`config.mk`:
```
export PLATFORM = sky130hd
export DESIGN_NAME = hazard_ctrl
export DESIGN_NICKNAME = d
export VERILOG_FILES = /design/src/rtl/pipe_pkg.sv /design/src/rtl/fwd_unit.sv /design/src/rtl/hazard_ctrl.sv
export SDC_FILE = /design/constraint.sdc
export NUM_CORES = 1
export LEC_CHECK = 0
export CAP_MARGIN = 20
export CORE_MARGIN = 5
export CORE_UTILIZATION = 60
export CTS_CLUSTER_SIZE = 20
export DETAILED_ROUTE_END_ITERATION = 8
export DONT_BUFFER_PORTS = 1
export PLACE_DENSITY = 0.75
export SLEW_MARGIN = 20
export SYNTH_ARGS = -nofsm -noshare
export SYNTH_HDL_FRONTEND = slang
export SYNTH_HIERARCHICAL = 1
export SYNTH_SLANG_ARGS = --single-unit
```
`constraint.sdc`:
```
create_clock -name clk -period 5.25 [get_ports clk]
set_input_delay 0.2625 -clock clk [delete_from_list [all_inputs] [get_ports clk]]
set_output_delay 0.2625 -clock clk [all_outputs]
set_load 0.02 [all_outputs]
```
`src/rtl/pipe_pkg.sv`:
```
// rtl/pipe_pkg.sv - shared pipeline types, forward selects and decode constants
package pipe_pkg;

  typedef enum logic [1:0] {
    FILL     = 2'd0,
    RUN      = 2'd1,
    MEM_WAIT = 2'd2
  } pipe_state_e;

  localparam logic [1:0] FWD_RF = 2'b00;
  localparam logic [1:0] FWD_W  = 2'b01;
  localparam logic [1:0] FWD_M  = 2'b10;

  // Opcode/funct values shared with the control unit
  localparam logic [5:0] OP_RTYPE = 6'h00;
  localparam logic [5:0] OP_J     = 6'h02;
  localparam logic [5:0] OP_JAL   = 6'h03;
  localparam logic [5:0] OP_BEQ   = 6'h04;
  localparam logic [5:0] OP_BNE   = 6'h05;
  localparam logic [5:0] OP_ADDI  = 6'h08;
  localparam logic [5:0] OP_ORI   = 6'h0d;
  localparam logic [5:0] OP_LW    = 6'h23;
  localparam logic [5:0] OP_SW    = 6'h2b;

  localparam logic [5:0] FUNCT_JR  = 6'h08;
  localparam logic [5:0] FUNCT_ADD = 6'h20;
  localparam logic [5:0] FUNCT_SUB = 6'h22;
  localparam logic [5:0] FUNCT_AND = 6'h24;
  localparam logic [5:0] FUNCT_OR  = 6'h25;
  localparam logic [5:0] FUNCT_SLT = 6'h2a;

  // A source matches a producer only if it is a real register being written
  function automatic logic reg_hit(input logic [4:0] src, input logic [4:0] dst, input logic wr);
    return (src != 5'd0) && wr && (src == dst);
  endfunction

endpackage

```
`src/rtl/fwd_unit.sv`:
```
// rtl/fwd_unit.sv - combinational operand forwarding selects for E and D stages
module fwd_unit
  import pipe_pkg::*;
(
  input  logic       en_i,
  input  logic [4:0] rs_d_i,
  input  logic [4:0] rt_d_i,
  input  logic [4:0] rs_e_i,
  input  logic [4:0] rt_e_i,
  input  logic       reg_write_m_i,
  input  logic [4:0] write_reg_m_i,
  input  logic       reg_write_w_i,
  input  logic [4:0] write_reg_w_i,
  output logic [1:0] fwd_a_e_o,
  output logic [1:0] fwd_b_e_o,
  output logic       fwd_a_d_o,
  output logic       fwd_b_d_o
);

  function automatic logic [1:0] sel_e(input logic [4:0] src);
    if (reg_hit(src, write_reg_m_i, reg_write_m_i)) return FWD_M;
    if (reg_hit(src, write_reg_w_i, reg_write_w_i)) return FWD_W;
    return FWD_RF;
  endfunction

  always_comb begin
    fwd_a_e_o = FWD_RF;
    fwd_b_e_o = FWD_RF;
    fwd_a_d_o = 1'b0;
    fwd_b_d_o = 1'b0;
    if (en_i) begin
      fwd_a_e_o = sel_e(rs_e_i);
      fwd_b_e_o = sel_e(rt_e_i);
      fwd_a_d_o = reg_hit(rs_d_i, write_reg_m_i, reg_write_m_i);
      fwd_b_d_o = reg_hit(rt_d_i, write_reg_m_i, reg_write_m_i);
    end
  end

endmodule

```
`src/rtl/hazard_ctrl.sv`:
```
// rtl/hazard_ctrl.sv - pipeline sequencer: fill counter, stalls, flushes, memory-wait freeze
module hazard_ctrl
  import pipe_pkg::*;
#(
  parameter int unsigned FILL_CYCLES = 2,
  parameter int unsigned WAIT_MAX    = 15
) (
  input  logic       clk,
  input  logic       rst_n,
  input  logic [4:0] RsD,
  input  logic [4:0] RtD,
  input  logic [4:0] RsE,
  input  logic [4:0] RtE,
  input  logic       BranchD,
  input  logic       PCSrcD,
  input  logic       RegWriteE,
  input  logic       MemtoRegE,
  input  logic [4:0] WriteRegE,
  input  logic       RegWriteM,
  input  logic       MemtoRegM,
  input  logic [4:0] WriteRegM,
  input  logic       MemWriteM,
  input  logic       RegWriteW,
  input  logic [4:0] WriteRegW,
  input  logic       mem_ready,
  output logic [3:0] cnt,
  output logic       StallF,
  output logic       StallD,
  output logic       StallE,
  output logic       StallM,
  output logic       FlushD,
  output logic       FlushE,
  output logic [1:0] ForwardAE,
  output logic [1:0] ForwardBE,
  output logic       ForwardAD,
  output logic       ForwardBD,
  output logic       mem_timeout
);

  localparam logic [3:0] FILL_LAST = 4'(FILL_CYCLES - 1);
  localparam logic [3:0] WAIT_LAST = 4'(WAIT_MAX - 1);

  pipe_state_e state_q;
  logic [3:0]  cnt_q, cnt_d;
  logic [3:0]  wait_cnt_q, wait_cnt_d;
  logic        mem_timeout_q;

  logic mem_miss;
  logic lwstall;
  logic branchstall;
  logic hazard;
  logic fwd_en;

  assign mem_miss    = (MemtoRegM | MemWriteM) & ~mem_ready;
  assign lwstall     = MemtoRegE & ((RtE == RsD) | (RtE == RtD));
  assign branchstall = BranchD & ((RegWriteE & ((WriteRegE == RsD) | (WriteRegE == RtD)))
                                | (MemtoRegM & ((WriteRegM == RsD) | (WriteRegM == RtD))));
  assign hazard      = lwstall | branchstall;

  assign cnt_d = (cnt_q == 4'hF) ? cnt_q : cnt_q + 4'd1;

  always_comb begin
    wait_cnt_d = wait_cnt_q;
    if (state_q == RUN && mem_miss) begin
      wait_cnt_d = 4'd0;
    end else if (state_q == MEM_WAIT && wait_cnt_q != 4'hF) begin
      wait_cnt_d = wait_cnt_q + 4'd1;
    end
  end

  always_ff @(posedge clk) begin
    if (!rst_n) begin
      state_q       <= FILL;
      cnt_q         <= 4'd0;
      wait_cnt_q    <= 4'd0;
      mem_timeout_q <= 1'b0;
    end else begin
      cnt_q      <= cnt_d;
      wait_cnt_q <= wait_cnt_d;
      unique case (state_q)
        FILL: begin
          if (cnt_q == FILL_LAST) state_q <= RUN;
        end
        RUN: begin
          if (mem_miss) state_q <= MEM_WAIT;
        end
        MEM_WAIT: begin
          if (mem_ready) begin
            state_q <= RUN;
          end else if (wait_cnt_q == WAIT_LAST) begin
            state_q       <= RUN;
            mem_timeout_q <= 1'b1;
          end
        end
        default: state_q <= FILL;
      endcase
    end
  end

  // A memory miss freezes the whole pipe in the very cycle it is seen
  always_comb begin
    StallF = 1'b0;
    StallD = 1'b0;
    StallE = 1'b0;
    StallM = 1'b0;
    FlushD = 1'b0;
    FlushE = 1'b0;
    fwd_en = 1'b0;
    if (!rst_n) begin
      FlushD = 1'b1;
      FlushE = 1'b1;
    end else begin
      unique case (state_q)
        FILL: begin
          FlushD = 1'b1;
          FlushE = 1'b1;
        end
        RUN: begin
          fwd_en = 1'b1;
          if (mem_miss) begin
            StallF = 1'b1;
            StallD = 1'b1;
            StallE = 1'b1;
            StallM = 1'b1;
          end else begin
            StallF = hazard;
            StallD = hazard;
            FlushE = hazard;
            FlushD = PCSrcD & ~hazard;
          end
        end
        MEM_WAIT: begin
          fwd_en = 1'b1;
          StallF = 1'b1;
          StallD = 1'b1;
          StallE = 1'b1;
          StallM = 1'b1;
        end
        default: begin
          FlushD = 1'b1;
          FlushE = 1'b1;
        end
      endcase
    end
  end

  fwd_unit u_fwd (
    .en_i          (fwd_en),
    .rs_d_i        (RsD),
    .rt_d_i        (RtD),
    .rs_e_i        (RsE),
    .rt_e_i        (RtE),
    .reg_write_m_i (RegWriteM),
    .write_reg_m_i (WriteRegM),
    .reg_write_w_i (RegWriteW),
    .write_reg_w_i (WriteRegW),
    .fwd_a_e_o     (ForwardAE),
    .fwd_b_e_o     (ForwardBE),
    .fwd_a_d_o     (ForwardAD),
    .fwd_b_d_o     (ForwardBD)
  );

  assign cnt         = cnt_q;
  assign mem_timeout = mem_timeout_q;

endmodule

```
==> impl_metrics.py <==
metrics = {
    "clocking": {
        "ctsHoldBuffers": 0,
        "cts_buffers": 3,
        "cts.path.max_buffers": 2,
        "clk_pin_slew_ps": 70,
        "clk_latency_ps": 260,
        "cts_resized": 0,
        "cts_max_level": 1,
        "clock-sinks": 11,
        "cts_root_buf": "clkbuf_4",
        "cts_tree": "yes",
        "postCtsSetupBuffers": 0,
    },
    "timing": {
        "drv_slew": 0,
        "finalCritPeriodShare": 0.454,
        "rsz0062_at_grt": "false",
        "setup_viol_count_final": 0,
        "hold_violations": 0,
        "worst_pin_slew_ps": 728,
        "tns_ps": 0,
        "fmax_mhz": 419,
        "min_period_ps": 2390,
        "clock-skew-final_ps": 1.04,
        "slew_headroom": 0.512,
        "fin_hold_ws_ps": 140,
    },
    "power": {
        "peakVddDrop_uv": 127,
        "p_per_area_nw_per_um2": 212,
        "p_leak_uw": 0.000478,
    },
    "critical_path": {
        "path_class": "reg -> out",
        "crit_path_start": "state_q[0]",
        "worstSetupEndpoint": "ForwardAE[0]",
        "crit_path_cell_trace": "inv_1 -> ha_1 -> and2_1 -> nand3_1 -> a2111oi_2",
        "rr_endpoint": "state_q[0]",
        "r2r_start": "state_q[0]",
        "crit_cells": 5,
        "cp-start-kind": "flop",
        "crit_buf_inv": 1,
        "cp_slowest_cell": "a2111oi_2",
        "cp_top_family": "compound AO/OA/AOI/OAI gates",
        "rr_worst_depth": 7,
        "r2r_slack_ps": 3370,
        "cp_max_fo": 9,
        "required_ps": 4990,
        "critPathMaxStageDelay_ps": 700,
        "setup.worst_path.end_class": "primary output",
        "cp.arrival_ps": 2120,
    },
    "drt": {
        "wl_met1_um": 1330,
        "post_drt_wl_per_cell_um": 16.6,
        "viasPerCell": 6.07,
        "wl_met3_um": 306,
        "ant_nets": 0,
        "drt_iter0_drc": 73,
        "via_count": 1311,
        "dr_wl_met2_um": 1920,
        "totalWireLength_um": 3590,
        "firstDrtPassIters": 4,
        "dr.max_layer_used": "met4",
        "drc": 0,
    },
    "placed_design": {
        "hpwl_um": 3080,
        "gp_congestion": 0.852,
        "io_buffers": 0,
    },
    "grt": {
        "grt_pass1_vias": 1443,
        "grt_pass1_wl_um": 6220,
        "grt_antenna_before_repair": 0,
        "grtUsageTotal": 0.221,
        "gr-total-overflow": 0,
        "grt_max_degree": 10,
    },
    "yosys": {
        "netlist.area_leader.share": 0.306,
        "ys.warnings.count": 6,
        "yosysUniqueCellTypes": 33,
        "synth-seq-cells": 11,
        "synth_edf_count": 0,
        "synth_area_um2": 1490,
        "synth_seq_area_share": 0.148,
        "synth_area_leaders": "xnor2_1, dfxtp_1, ha_1",
        "synth_area_leader_cell": "xnor2_1",
        "syn_avg_cell_area_um2": 8.01,
        "synthArstFlopShare": 0,
        "synthCells": 186,
        "synth_fp_nets": 240,
        "synth_ff_type": "dfxtp_1",
    },
    "floorplan": {
        "die-width_um": 59.8,
        "io_pins": 63,
        "row_count": 18,
        "initial_utilization": 0.613,
        "core_um2": 2430,
        "dieArea_um2": 3580,
        "die_h_um": 59.8,
    },
    "cells_and_area": {
        "layout-drive-gt1-share": 0.0860,
        "area_delta_synth_final_pct": 2.94,
        "final_cell_mix": "xnor2_1, nand2_1, nand3_1",
        "diodes": 0,
        "nNetsFinal": 241,
        "utilization": 0.631,
        "final_common_cell": "xnor2_1",
    },
    "status": {
        "status": "finished, final reports clean",
    },
    "worst_hold_path": {
        "hp-class": "in -> reg",
    },
    "job": {
        "max-cap-violations": 0,
    },
}
-- state kept, by name (all words and copies together), names as in the netlist --
name         count
cnt              4
wait_cnt_q       4
state_q          2
mem_timeout      1
-- through the flow --
step	setup WS (ps)	cell area (um^2)	total power, uW	std cells
final	2860	1530	325	216
after CTS	2870	1530	327	216
after detailed placement	3160	1510	269	212
after floorplan	2660	1490	249	186
after global placement	3270	1510	261	212
after global routing	2730	1530	350	216
-- worst min-delay path by stage --
stage,start,endpoint,slack (ps),cells past startpoint
final,rst_n,cnt[2],140,2
after global routing,rst_n,cnt[2],140,2
after CTS,rst_n,cnt[2],140,2
after detailed placement,rst_n,cnt[2],420,2
after global placement,rst_n,cnt[2],410,2
after floorplan,rst_n,cnt[2],400,2
-- layer usage --
| layer | up-vias | global-route usage |
|---|---|---|
| met4 | 0 | 0.0791 |
| li1 | 649 | - |
| met3 | 6 | 0.0734 |
| met2 | 48 | 0.398 |
| met5 | - | 0 |
| met1 | 608 | 0.237 |
-- cells by family (layout without fill, tap and decap cells) --
family                     count (synthesis)  in the layout  synth area share
buffers and inverters                     13             13            0.0411
DFF                                       11             11             0.148
muxes                                      1              1           0.00672
AOI/OAI and AO/OA                         27             27             0.134
and+or+nand+nor                           66             66             0.251
adders and majority gates                  8              8            0.0672
xor gates and xnor gates                  60             60             0.353
-- where the power goes --
| part | internal, uW | switching [uW] |
|---|---|---|
| Combinational | 77.4 | 84.7 |
| Sequential | 92.9 | 12.6 |
| Clock | 29.4 | 28.2 |
-- synthesized netlist by cell type (all sizes together) (4+ instances only) --
| cell | instances |
|---|---|
| a211oi | 4 |
| a21oi | 4 |
| buf | 6 |
| dfxtp | 11 |
| ha | 8 |
| inv | 7 |
| nand2 | 14 |
| nand3 | 14 |
| nand4 | 6 |
| nor2 | 14 |
| o21ai | 6 |
| or3 | 4 |
| xnor2 | 52 |
| xor2 | 8 |
-- cell type report --
class                      count  area, um^2
fill                         237         898
timing repair buffer           2        15.0
clock buffer                   4        26.3
multi-input combinational    162        1210
inverter                       7        26.3
tap                           30        37.5
sequential                    11         220
Power figures use the tool's default switching activity.
